<file path="config.mk">
export PLATFORM = sky130hd
export DESIGN_NAME = mem_access_unit
export DESIGN_NICKNAME = d
export VERILOG_FILES = /design/src/rtl/mem_access_unit.sv
export SDC_FILE = /design/constraint.sdc
export NUM_CORES = 1
export LEC_CHECK = 0
export CAP_MARGIN = 20
export CELL_PAD_IN_SITES_DETAIL_PLACEMENT = 0
export CELL_PAD_IN_SITES_GLOBAL_PLACEMENT = 1
export CORE_MARGIN = 2
export CORE_UTILIZATION = 31
export DETAILED_ROUTE_END_ITERATION = 7
export GPL_TIMING_DRIVEN = 0
export PLACE_DENSITY_LB_ADDON = 0.1
export SLEW_MARGIN = 5
export SYNTH_ARGS = -nofsm -noshare
export SYNTH_HDL_FRONTEND = slang
export SYNTH_SLANG_ARGS = --single-unit
export TNS_END_PERCENT = 100
</file>
<file path="constraint.sdc">
create_clock -name clk -period 5.33 [get_ports clk]
set_clock_uncertainty 0.05 [all_clocks]
set_input_delay 1.599 -clock clk [delete_from_list [all_inputs] [get_ports clk]]
set_output_delay 1.599 -clock clk [all_outputs]
set_load 0.01 [all_outputs]
</file>
<file path="src/rtl/mem_access_unit.sv">
// Load/store unit between a core request port and a single-cycle word-addressed data memory.
// Sub-word stores do a read-merge-write; loads extract the addressed lane and extend it.
module mem_access_unit #(
    parameter int unsigned WORD_IDX_BITS = 7
) (
    input  logic        clk,
    input  logic        reset,
    input  logic        req_valid,
    output logic        req_ready,
    input  logic        req_store,
    input  logic [1:0]  req_size,
    input  logic        req_unsigned,
    input  logic [31:0] req_addr,
    input  logic [31:0] req_wdata,
    output logic        resp_valid,
    output logic [31:0] resp_rdata,
    output logic        resp_error,
    output logic [31:0] mem_address,
    output logic        mem_store,
    output logic [31:0] mem_wdata,
    input  logic [31:0] mem_rdata
);

    localparam int unsigned AW = WORD_IDX_BITS + 2;

    localparam logic [1:0] S_IDLE  = 2'd0;
    localparam logic [1:0] S_READ  = 2'd1;
    localparam logic [1:0] S_WRITE = 2'd2;
    localparam logic [1:0] S_RESP  = 2'd3;

    localparam logic [1:0] SZ_BYTE = 2'd0;
    localparam logic [1:0] SZ_HALF = 2'd1;
    localparam logic [1:0] SZ_WORD = 2'd2;

    logic [1:0]    state_q, state_d;
    logic          store_q, store_d;
    logic [1:0]    size_q, size_d;
    logic          unsigned_q, unsigned_d;
    logic [AW-1:0] addr_q, addr_d;
    logic [31:0]   wdata_q, wdata_d;
    logic          error_q, error_d;
    logic [31:0]   word_q, word_d;

    logic          req_error_c;
    logic [4:0]    byte_lsb_c;
    logic [4:0]    half_lsb_c;
    logic [7:0]    byte_c;
    logic [15:0]   half_c;
    logic [31:0]   merged_c;
    logic [31:0]   loaded_c;
    logic          unused_addr_hi;

    // Only the word index and the lane offset of the address are ever needed.
    assign unused_addr_hi = ^req_addr[31:AW];

    always_comb begin
        req_error_c = 1'b0;
        case (req_size)
            SZ_BYTE: req_error_c = 1'b0;
            SZ_HALF: req_error_c = req_addr[0];
            SZ_WORD: req_error_c = |req_addr[1:0];
            default: req_error_c = 1'b1;
        endcase
    end

    // Little-endian lane merge for stores and lane extraction/extension for loads.
    always_comb begin
        byte_lsb_c = {addr_q[1:0], 3'b000};
        half_lsb_c = {addr_q[1], 4'b0000};
        byte_c     = word_q[byte_lsb_c +: 8];
        half_c     = word_q[half_lsb_c +: 16];
        merged_c   = word_q;
        loaded_c   = word_q;
        case (size_q)
            SZ_BYTE: begin
                merged_c[byte_lsb_c +: 8] = wdata_q[7:0];
                loaded_c = unsigned_q ? 32'(byte_c) : {{24{byte_c[7]}}, byte_c};
            end
            SZ_HALF: begin
                merged_c[half_lsb_c +: 16] = wdata_q[15:0];
                loaded_c = unsigned_q ? 32'(half_c) : {{16{half_c[15]}}, half_c};
            end
            default: begin
                merged_c = wdata_q;
                loaded_c = word_q;
            end
        endcase
    end

    always_comb begin
        state_d    = state_q;
        store_d    = store_q;
        size_d     = size_q;
        unsigned_d = unsigned_q;
        addr_d     = addr_q;
        wdata_d    = wdata_q;
        error_d    = error_q;
        word_d     = word_q;
        case (state_q)
            S_IDLE: begin
                if (req_valid) begin
                    store_d    = req_store;
                    size_d     = req_size;
                    unsigned_d = req_unsigned;
                    addr_d     = req_addr[AW-1:0];
                    wdata_d    = req_wdata;
                    error_d    = req_error_c;
                    if (req_error_c) begin
                        state_d = S_RESP;
                    end else if (req_store && req_size == SZ_WORD) begin
                        state_d = S_WRITE;
                    end else begin
                        state_d = S_READ;
                    end
                end
            end
            S_READ: begin
                word_d  = mem_rdata;
                state_d = store_q ? S_WRITE : S_RESP;
            end
            S_WRITE: state_d = S_RESP;
            default: state_d = S_IDLE;
        endcase
    end

    always_ff @(posedge clk) begin
        if (reset) begin
            state_q    <= S_IDLE;
            store_q    <= 1'b0;
            size_q     <= 2'b00;
            unsigned_q <= 1'b0;
            addr_q     <= '0;
            wdata_q    <= 32'h0;
            error_q    <= 1'b0;
            word_q     <= 32'h0;
        end else begin
            state_q    <= state_d;
            store_q    <= store_d;
            size_q     <= size_d;
            unsigned_q <= unsigned_d;
            addr_q     <= addr_d;
            wdata_q    <= wdata_d;
            error_q    <= error_d;
            word_q     <= word_d;
        end
    end

    // Everything is gated by reset so an in-flight write or response is dropped immediately.
    always_comb begin
        req_ready   = !reset && (state_q == S_IDLE);
        resp_valid  = !reset && (state_q == S_RESP);
        resp_error  = resp_valid && error_q;
        resp_rdata  = (resp_valid && !error_q && !store_q) ? loaded_c : 32'h0;
        mem_store   = !reset && (state_q == S_WRITE);
        mem_wdata   = mem_store ? merged_c : 32'h0;
        mem_address = (!reset && (state_q == S_READ || state_q == S_WRITE))
                      ? 32'(addr_q[AW-1:2]) : 32'h0;
    end

endmodule

</file>
==> impl_metrics.env, run 1 <==
export IMPL_required_ns=3.68
export IMPL_antenna_found_initial=0
export IMPL_min_from="addr_q[6]$_SDFFE_PP0P_"
export IMPL_rr_startpoint="state_q[1]$_SDFFE_PP0P_"
export IMPL_syn_area_um2=4990
export IMPL_crit_fanout=10
export IMPL_syn_avg_cell_area_um2=7.19
export IMPL_fin_nets=995
export IMPL_final_area_um2=7270
export IMPL_portBuffers=154
export IMPL_cts_max_level=3
export IMPL_internal_power_uw=1550
export IMPL_ios=203
export IMPL_max_slew_margin_rel_pct=57.2
export IMPL_dp_cells=1088
export IMPL_fin_cells=1104
export IMPL_initial_core_util_pct=31.5
export IMPL_power_uw=2660
export IMPL_die_w_um=131
export IMPL_yosysWarnings=0
export IMPL_cts_buffer_depth=2
export IMPL_grt_pass1_wl_um=30200
export IMPL_cp_top_family="buffers and inverters"
export IMPL_area_growth_pct=45.8
export IMPL_wl_per_cell_um=18.5
export IMPL_ys_flop_type="dfxtp_1"
export IMPL_grt_start_max_net_pins=17
export IMPL_cp_slowest_cell="clkdlybuf4s50_1"
export IMPL_switchingPower_uw=1110
export IMPL_rows=46
export IMPL_rsz0062_at_grt="no"
export IMPL_r2r_slack_ns=3.18
export IMPL_routed_wl_um=20400
export IMPL_first_iter_violations=422
export IMPL_core_um2=15800
export IMPL_most_common_layout_cells="nand2_1 (156), clkdlybuf4s50_1 (152), dfxtp_1 (80)"
export IMPL_syn_inst=693
export IMPL_routed_via_density=4.97
export IMPL_drc=0
export IMPL_placed_area_um2=6890
export IMPL_drive_gt1_share_pct=8.45
export IMPL_finalCoreUtilization_pct=45.9
export IMPL_grt_pass1_vias=5069
export IMPL_drv_cap=0
export IMPL_clk_pin_slew_ns=0.07
export IMPL_hold_buffers=0
export IMPL_numCtsBuffers=9
export IMPL_final_common_cell="nand2_1"
export IMPL_status="completed"
export IMPL_hp_class="reg -> reg"
export IMPL_dr_pass1_iters=5
export IMPL_critPathKind="in -> out"
export IMPL_gp_congestion=0.896
export IMPL_start_kind="primary input"
export IMPL_seqPwrFrac_pct=34.6
export IMPL_via_count=5483
export IMPL_fmax_mhz=193
export IMPL_die_area_um2=17100
export IMPL_path_cells="dlygate4sd2_1, nor4b_4, buf_4, buf_4, o211ai_4, buf_6, nand2_1, clkdlybuf4s50_1"
export IMPL_postSynth_asyncResetShare_pct=0
export IMPL_fillCellCount=1595
export IMPL_worst_slew_pin_slew_ns=0.638
export IMPL_holdPathEnd="addr_q[6]$_SDFFE_PP0P_"
export IMPL_p_per_area_nw_per_um2=366
export IMPL_power_frac_comb_pct=39.6
export IMPL_grt_overflow=0
export IMPL_cp_arrival_ns=3.53
export IMPL_switching_share_pct=41.6
export IMPL_grt_usage_pct=23.8
export IMPL_vdd_drop_max_mv=0.245
export IMPL_max_stage_delay_ns=0.54
export IMPL_synth_edf_count=0
export IMPL_ys_ff_latch=80
export IMPL_reg2reg_depth=7
export IMPL_pwr_share_clk_pct=25.8
export IMPL_ant_nets=0
export IMPL_fin_crit_sh_pct=97.1
export IMPL_cts_sinks=80
export IMPL_rr_endpoint="addr_q[1]$_SDFFE_PP0P_"
export IMPL_setup_viol=0
export IMPL_post_dp_hpwl_um=15900
export IMPL_worstHoldPathCells=2
export IMPL_min_period_ns=5.18
export IMPL_p_leak_uw=0.00268
export IMPL_path_common_cell="buf_4"
export IMPL_end_kind="output port"
export IMPL_num_antenna_cells=0
export IMPL_yosysSeqAreaShare_pct=32.1
export IMPL_finalMaxSlewViolations=0
export IMPL_hold_violations=0
export IMPL_synth_cell_type_count=46
export IMPL_cp_buffers_inverters=5
export IMPL_root_buffer="clkbuf_16"
export IMPL_clkLatencyLatePin_ns=0.35
export IMPL_dieHeight_um=131
export IMPL_tritoncts="done"
export IMPL_fin_hold_ws_ns=0.400
## Yosys cell counts, drive strengths merged (7+ instances only)
cell type | number | share of area (%)
a211oi | 7 | 1.2
a21oi | 70 | 7.2
a221oi | 17 | 3.0
a222oi | 8 | 1.6
and2 | 10 | 1.3
buf | 47 | 6.1
clkbuf | 30 | 2.3
dfxtp | 80 | 32
ha | 9 | 2.3
inv | 22 | 1.7
mux2i | 50 | 10
nand2 | 156 | 12
nor2 | 77 | 5.8
o21ai | 61 | 6.1
o221ai | 7 | 1.2
o22ai | 8 | 1.1
## flip-flops by register name (all words and copies together), names as in the netlist
register	cells
error_q	1
wdata_q	32
state_q	2
size_q	2
addr_q	9
unsigned_q	1
word_q	32
store_q	1
## power by group through the flow
stage / combinational, uW / sequential (uW) / clock [uW]
after global routing: 1160 / 937 / 724
after floorplan: 709 / 823 / 0
final: 1050 / 920 / 687
after CTS: 1050 / 918 / 700
after global placement: 1000 / 929 / 0
after detailed placement: 1030 / 931 / 0
## per-layer routing
metal	track usage, %	routed length [um]
met5	0	0
met4	5.44	272
met3	4.48	1220
met2	38.9	9590
met1	32.6	9340
## timing repair
| item | in CTS | in global routing |
|---|---|---|
| gates cloned | 0 | 0 |
| buffers inserted | 4 | 0 |
| endpoints found under the setup margin | 56 | 8 |
| gates resized for setup | 12 | 1 |
| pin swaps | 3 | 0 |
## worst reg2reg max path, cell delays in order, from the launching register on
cell and delay, ns:
dfxtp_1 0.39, inv_1 0.09, ha_1 0.23, nand2_1 0.16, clkbuf_1 0.43, clkbuf_1 0.44, nand2_1 0.10, a21oi_1 0.17
## metrics by stage
stage / TNS, ns / setup slack [ns]
final: 0 / 0.152
after floorplan: 0 / 0.987
after global placement: -15.76 / -0.698
after CTS: 0 / 0.0697
after global routing: 0 / 0.0195
after detailed placement: -12.53 / -0.511
## area by class of cell
class | count | area (um^2) | area share [%]
plain buffers | 73 | 415 | 5.71
clock buffers | 10 | 239 | 3.29
clock inverters | 6 | 81.3 | 1.12
inverters | 23 | 87.6 | 1.20
multi-input cells | 537 | 3000 | 41.3
flip-flops and latches | 80 | 1600 | 22.0
well taps | 216 | 270 | 3.72
repair buffers | 159 | 1570 | 21.6
## cell families (layout without fill, tap and decap cells)
group | Yosys count | after routing | share of synthesized area (%)
AND/OR/NAND/NOR | 268 | 268 | 22.5
AO/OA/AOI/OAI | 185 | 185 | 22.8
buffers and inverters | 100 | 271 | 10.2
flip-flops | 80 | 80 | 32.1
multiplexers | 50 | 50 | 10.0
adder cells (fa/ha/maj) | 9 | 9 | 2.26
other | 1 | 25 | 0.0752
## how the worst max path moves through the flow
stage | start | end | slack, ns | cells past startpoint
after floorplan | reset | mem_wdata[28] | 0.99 | 5
after global placement | reset | mem_wdata[25] | -0.70 | 7
after detailed placement | reset | resp_rdata[0] | -0.51 | 6
after CTS | addr_q[1]$_SDFFE_PP0P_ | mem_wdata[31] | 0.07 | 10
after global routing | addr_q[1]$_SDFFE_PP0P_ | mem_wdata[29] | 0.02 | 9
final | reset | resp_rdata[22] | 0.15 | 8
No activity file was read; power rests on OpenSTA's default activity.
==> inputs of run 2 (changes only) <==
CORE_UTILIZATION = 33   (was 31)
==> run 2 against run 1 <==
Effect of this change:
- first-iteration DRC count increased by 6.4%
- global-route usage rose by 0.29 points
- via count up 0.97%
- sequential share of layout area is 0.17 points higher
- register-to-register slack gained 0.06 ns
- cell count decreased by 3.0%
- power decreased by 1.4%
- final area is 0.77% lower
- worst setup slack got worse by 0.043 ns
- fmax decreased by 0.81%
- worst hold slack improved by 0.0032 ns
- critical path type unchanged
- critical endpoint is now mem_wdata[22]
- largest cell class unchanged
- largest power group unchanged
- highest routed layer unchanged
==> impl_metrics.env, run 2 (same netlist as run 1, synthesis figures left out) <==
export IMPL_status="completed"
export IMPL_rsz0062_at_grt="no"
export IMPL_routed_via_density=5.17
export IMPL_r2r_slack_ns=3.24
export IMPL_num_antenna_cells=0
export IMPL_rr_endpoint="addr_q[1]$_SDFFE_PP0P_"
export IMPL_multiInputGateArea_um2=3000
export IMPL_root_buffer="clkbuf_16"
export IMPL_power_uw=2620
export IMPL_cp_top_family="buffers and inverters"
export IMPL_die_area_um2=16100
export IMPL_fin_cells=1071
export IMPL_layout_setup_ws_ns=0.110
export IMPL_p_per_area_nw_per_um2=364
export IMPL_antenna_found_initial=0
export IMPL_worst_slew_pin_slew_ns=0.648
export IMPL_max_stage_delay_ns=0.62
export IMPL_post_dp_hpwl_um=15300
export IMPL_rr_startpoint="state_q[1]$_SDFFE_PP0P_"
export IMPL_cts_buffer_depth=2
export IMPL_hold_buffers=0
export IMPL_dr_pass1_iters=6
export IMPL_initial_core_util_pct=34.0
export IMPL_wl_per_cell_um=18.3
export IMPL_start_kind="primary input"
export IMPL_via_count=5536
export IMPL_dp_cells=1056
export IMPL_die_w_um=127
export IMPL_clk_pin_slew_ns=0.06
export IMPL_cp_slowest_cell="clkdlybuf4s50_1"
export IMPL_place_ws_ns=-0.404
export IMPL_seqPwrFrac_pct=35.0
export IMPL_fillCellCount=1490
export IMPL_switching_share_pct=41.4
export IMPL_internal_power_uw=1540
export IMPL_portBuffers=154
export IMPL_top_regs="wdata_q (32), word_q (32), addr_q (9)"
export IMPL_cp_arrival_ns=3.57
export IMPL_worstHoldPathCells=2
export IMPL_min_period_ns=5.22
export IMPL_hold_violations=0
export IMPL_critPathKind="in -> out"
export IMPL_vdd_drop_max_mv=0.248
export IMPL_gp_congestion=0.951
export IMPL_area_growth_pct=44.7
export IMPL_required_ns=3.68
export IMPL_power_frac_comb_pct=39.6
export IMPL_most_common_layout_cells="nand2_1 (156), clkdlybuf4s50_1 (152), dfxtp_1 (80)"
export IMPL_cts_sinks=80
export IMPL_holdPathEnd="addr_q[4]$_SDFFE_PP0P_"
export IMPL_p_leak_uw=0.00267
export IMPL_fin_nets=994
export IMPL_numCtsBuffers=9
export IMPL_finalCoreUtilization_pct=49.3
export IMPL_grt_overflow=0
export IMPL_grt_pass1_wl_um=29600
export IMPL_routed_wl_um=19600
export IMPL_pwr_share_clk_pct=25.4
export IMPL_fmax_mhz=192
export IMPL_clkLatencyLatePin_ns=0.35
export IMPL_ant_nets=0
export IMPL_core_um2=14600
export IMPL_seqCellArea_um2=1600
export IMPL_cp_buffers_inverters=3
export IMPL_reg2reg_depth=7
export IMPL_finalMaxSlewViolations=0
export IMPL_ios=203
export IMPL_grt_pass1_vias=5181
export IMPL_hp_class="reg -> reg"
export IMPL_tritoncts="done"
export IMPL_drc=0
export IMPL_min_from="addr_q[4]$_SDFFE_PP0P_"
export IMPL_dieHeight_um=127
export IMPL_drv_cap=0
export IMPL_crit_fanout=8
export IMPL_end_kind="output port"
export IMPL_max_slew_margin_rel_pct=56.8
export IMPL_path_cells="dlygate4sd2_1, nand2b_2, nor4_4, buf_4, nand2_1, o21ai_0, clkdlybuf4s50_1"
export IMPL_fin_tns_setup_ns=0
export IMPL_cts_max_level=3
export IMPL_rows=44
export IMPL_setup_viol=0
export IMPL_switchingPower_uw=1090
export IMPL_grt_start_max_net_pins=18
export IMPL_drive_gt1_share_pct=8.46
export IMPL_final_common_cell="nand2_1"
export IMPL_first_iter_violations=449
export IMPL_fin_crit_sh_pct=97.9
export IMPL_grt_usage_pct=24.1
==> run 2: changes by cell type in the layout (fill, tap and decap cells not counted), sizes merged <==
cell | previous run | this run
clkbuf | 37 | 35
clkinv | 1 | 2
clkinvlp | 0 | 1
inv | 27 | 26
==> run 2: what timing repair did <==
action,CTS,global route
buffers inserted,2,1
setup endpoints to repair,56,23
gates resized for setup,7,4
pin swaps,1,1
==> run 2: metrics by stage <==
step                      instance area [um^2]  hold slack, ns
final                                     7210           0.404
after global routing                      7210           0.427
after CTS                                 7210           0.405
after detailed placement                  6850           0.396
after global placement                    6850           0.390
after floorplan                           5080           0.382
==> run 2: how the worst max path moves through the flow <==
stage | start | cells past startpoint | slack (ns) | endpoint
finish | reset | 7 | 0.11 | mem_wdata[22]
global placement | reset | 7 | -0.63 | mem_wdata[31]
detailed placement | reset | 6 | -0.40 | resp_rdata[2]
floorplan | reset | 5 | 0.99 | mem_wdata[28]
global route | reset | 9 | 0.02 | resp_rdata[29]
CTS | reset | 8 | 0.07 | mem_wdata[29]
==> run 2: worst min-delay path, delay by kind of cell (launching register included) <==
family,cells,cell delay [ns]
AOI/OAI and AO/OA,1,0.05
DFF,1,0.31
and+or+nand+nor,1,0.05
==> run 2: cell type report <==
class / instances / area share [%]
Buffer: 73 / 5.67
Inverter: 23 / 1.21
Clock buffer: 9 / 3.12
Tap cell: 184 / 3.19
Multi-Input combinational cell: 537 / 41.6
Sequential cell: 80 / 22.2
Clock inverter: 7 / 1.34
Timing Repair Buffer: 158 / 21.7
==> run 2: routing by layer <==
layer  vias to the layer above  GRT usage [%]  share of wire (%)
li1                       2708              -                  -
met1                      2586           32.0                 45
met2                       204           38.6                 46
met3                        38           4.81                6.0
met5                         -              0                  0
met4                         0           9.18                3.0
==> run 2: power by group through the flow <==
stage	sequential [uW]	combinational, uW	clock [uW]
floorplan	823	709	0
global placement	923	998	0
detailed placement	925	1020	0
CTS	911	1030	685
global route	928	1150	708
finish	918	1040	666
==> inputs of run 3 (changes only) <==
CAP_MARGIN = default   (was 20)
==> run 3 against run 2 <==
Effect of this change:
- core utilization increased by 0.10 points
- combinational power about the same
- clock power increased by 0.9%
- die area unchanged
- first-iteration DRC count decreased by 17%
- routed wire length increased by 0.73%
- sequential share of layout area about the same
- non-clock buffer count increased by 1
- via count decreased by 0.61%
- global-route usage about the same
- critical endpoint is now resp_rdata[22]
==> impl_metrics.env, run 3 (same netlist as run 1, synthesis figures left out) <==
export IMPL_grt_start_max_net_pins=18
export IMPL_cts_max_level=3
export IMPL_portBuffers=154
export IMPL_routed_wl_um=19700
export IMPL_drv_cap=0
export IMPL_max_slew_margin_rel_pct=57.4
export IMPL_r2r_slack_ns=3.21
export IMPL_reg2reg_depth=7
export IMPL_ios=203
export IMPL_drive_gt1_share_pct=8.45
export IMPL_routed_via_density=5.13
export IMPL_die_w_um=127
export IMPL_drc=0
export IMPL_hold_buffers=0
export IMPL_rr_endpoint="addr_q[1]$_SDFFE_PP0P_"
export IMPL_seqCellArea_um2=1600
export IMPL_end_kind="output port"
export IMPL_top_regs="wdata_q (32), word_q (32), addr_q (9)"
export IMPL_via_count=5502
export IMPL_p_leak_uw=0.00267
export IMPL_dieHeight_um=127
export IMPL_gp_congestion=0.951
export IMPL_start_kind="primary input"
export IMPL_fmax_mhz=194
export IMPL_most_common_layout_cells="nand2_1 (156), clkdlybuf4s50_1 (152), dfxtp_1 (80)"
export IMPL_fillCellCount=1473
export IMPL_layout_setup_ws_ns=0.181
export IMPL_cp_arrival_ns=3.50
export IMPL_dr_pass1_iters=5
export IMPL_core_um2=14600
export IMPL_crit_fanout=10
export IMPL_rsz0062_at_grt="no"
export IMPL_initial_core_util_pct=34.0
export IMPL_die_area_um2=16100
export IMPL_post_dp_hpwl_um=15300
export IMPL_area_growth_pct=45.0
export IMPL_clkLatencyLatePin_ns=0.35
export IMPL_rr_startpoint="state_q[1]$_SDFFE_PP0P_"
export IMPL_p_per_area_nw_per_um2=364
export IMPL_dp_cells=1055
export IMPL_setup_viol=0
export IMPL_wl_per_cell_um=18.4
export IMPL_grt_pass1_wl_um=29700
export IMPL_hp_class="reg -> reg"
export IMPL_final_common_cell="nand2_1"
export IMPL_place_ws_ns=-0.621
export IMPL_finalCoreUtilization_pct=49.4
export IMPL_grt_pass1_vias=5246
export IMPL_rows=44
export IMPL_min_period_ns=5.15
export IMPL_ant_nets=0
export IMPL_fin_nets=995
export IMPL_cts_buffer_depth=2
export IMPL_num_antenna_cells=0
export IMPL_fin_cells=1072
export IMPL_first_iter_violations=374
export IMPL_antenna_found_initial=0
export IMPL_cts_sinks=80
export IMPL_grt_overflow=0
export IMPL_critPathKind="in -> out"
export IMPL_tritoncts="done"
export IMPL_multiInputGateArea_um2=3010
export IMPL_cp_startpoint="reset"
export IMPL_worst_slew_pin_slew_ns=0.639
export IMPL_clk_pin_slew_ns=0.07
export IMPL_grt_usage_pct=24.1
export IMPL_hold_violations=0
export IMPL_crit_end="resp_rdata[22]"
export IMPL_finalMaxSlewViolations=0
export IMPL_numCtsBuffers=9
export IMPL_vdd_drop_max_mv=0.229
export IMPL_required_ns=3.68
export IMPL_root_buffer="clkbuf_16"
export IMPL_status="completed"
export IMPL_fin_crit_sh_pct=96.6
## run 3: cell count changes in the layout (fill, tap and decap cells not counted), sizes merged
cell / delta
clkbuf: +1
## run 3: per-layer routing
layer / GRT usage (%) / routed length [um] / up-vias
li1: - / - / 2708
met1: 31.7 / 8750 / 2546
met2: 39.5 / 9190 / 219
met3: 5.48 / 1270 / 29
met4: 7.11 / 487 / 0
met5: 0 / 0 / -
## run 3: what timing repair did
action                     CTS  global route
cloned                       0             0
gates resized for setup     11             2
pin swaps                    2             0
setup endpoints to repair   58            13
setup buffers                4             0
## run 3: layout make-up
type	count	area share (%)
clock inverter	7	1.33
tap	184	3.18
buffer	74	5.73
multi-input combinational	537	41.6
timing repair buffer	158	21.7
sequential	80	22.2
clock buffer	9	3.12
inverter	23	1.21
## run 3: where the power goes
part           switching [uW]  internal (uW)  total, uW
Clock                     293            379        672
Combinational             607            438       1040
Sequential                195            723        918
## run 3: metrics by stage
| step | TNS, ns | cell area [um^2] | hold WS (ns) | total power (uW) |
|---|---|---|---|---|
| after floorplan | 0 | 5080 | 0.382 | 1530 |
| after global placement | -13.99 | 6850 | 0.390 | 1920 |
| after detailed placement | -14.82 | 6850 | 0.393 | 1940 |
| after CTS | 0 | 7230 | 0.402 | 2640 |
| after global routing | 0 | 7230 | 0.432 | 2800 |
| final | 0 | 7230 | 0.401 | 2640 |
## run 3: worst min path at each step
stage                      startpoint                endpoint  slack, ns  cells past startpoint
4_1_cts        addr_q[4]$_SDFFE_PP0P_  addr_q[4]$_SDFFE_PP0P_       0.40                      2
3_5_place_dp   addr_q[4]$_SDFFE_PP0P_  addr_q[4]$_SDFFE_PP0P_       0.39                      2
2_1_floorplan  addr_q[2]$_SDFFE_PP0P_  addr_q[2]$_SDFFE_PP0P_       0.38                      2
6_report       addr_q[4]$_SDFFE_PP0P_  addr_q[4]$_SDFFE_PP0P_       0.40                      2
5_1_grt        addr_q[2]$_SDFFE_PP0P_  addr_q[2]$_SDFFE_PP0P_       0.43                      2
3_3_place_gp   addr_q[3]$_SDFFE_PP0P_  addr_q[3]$_SDFFE_PP0P_       0.39                      2
## run 3: critical path, cell delays in order
cell and delay, ns:
dlygate4sd2_1 0.28, nor4b_4 0.27, buf_4 0.19, and2_0 0.13
clkbuf_2 0.16, buf_4 0.18, nand2_1 0.06, nand2_1 0.08
clkdlybuf4s50_1 0.54
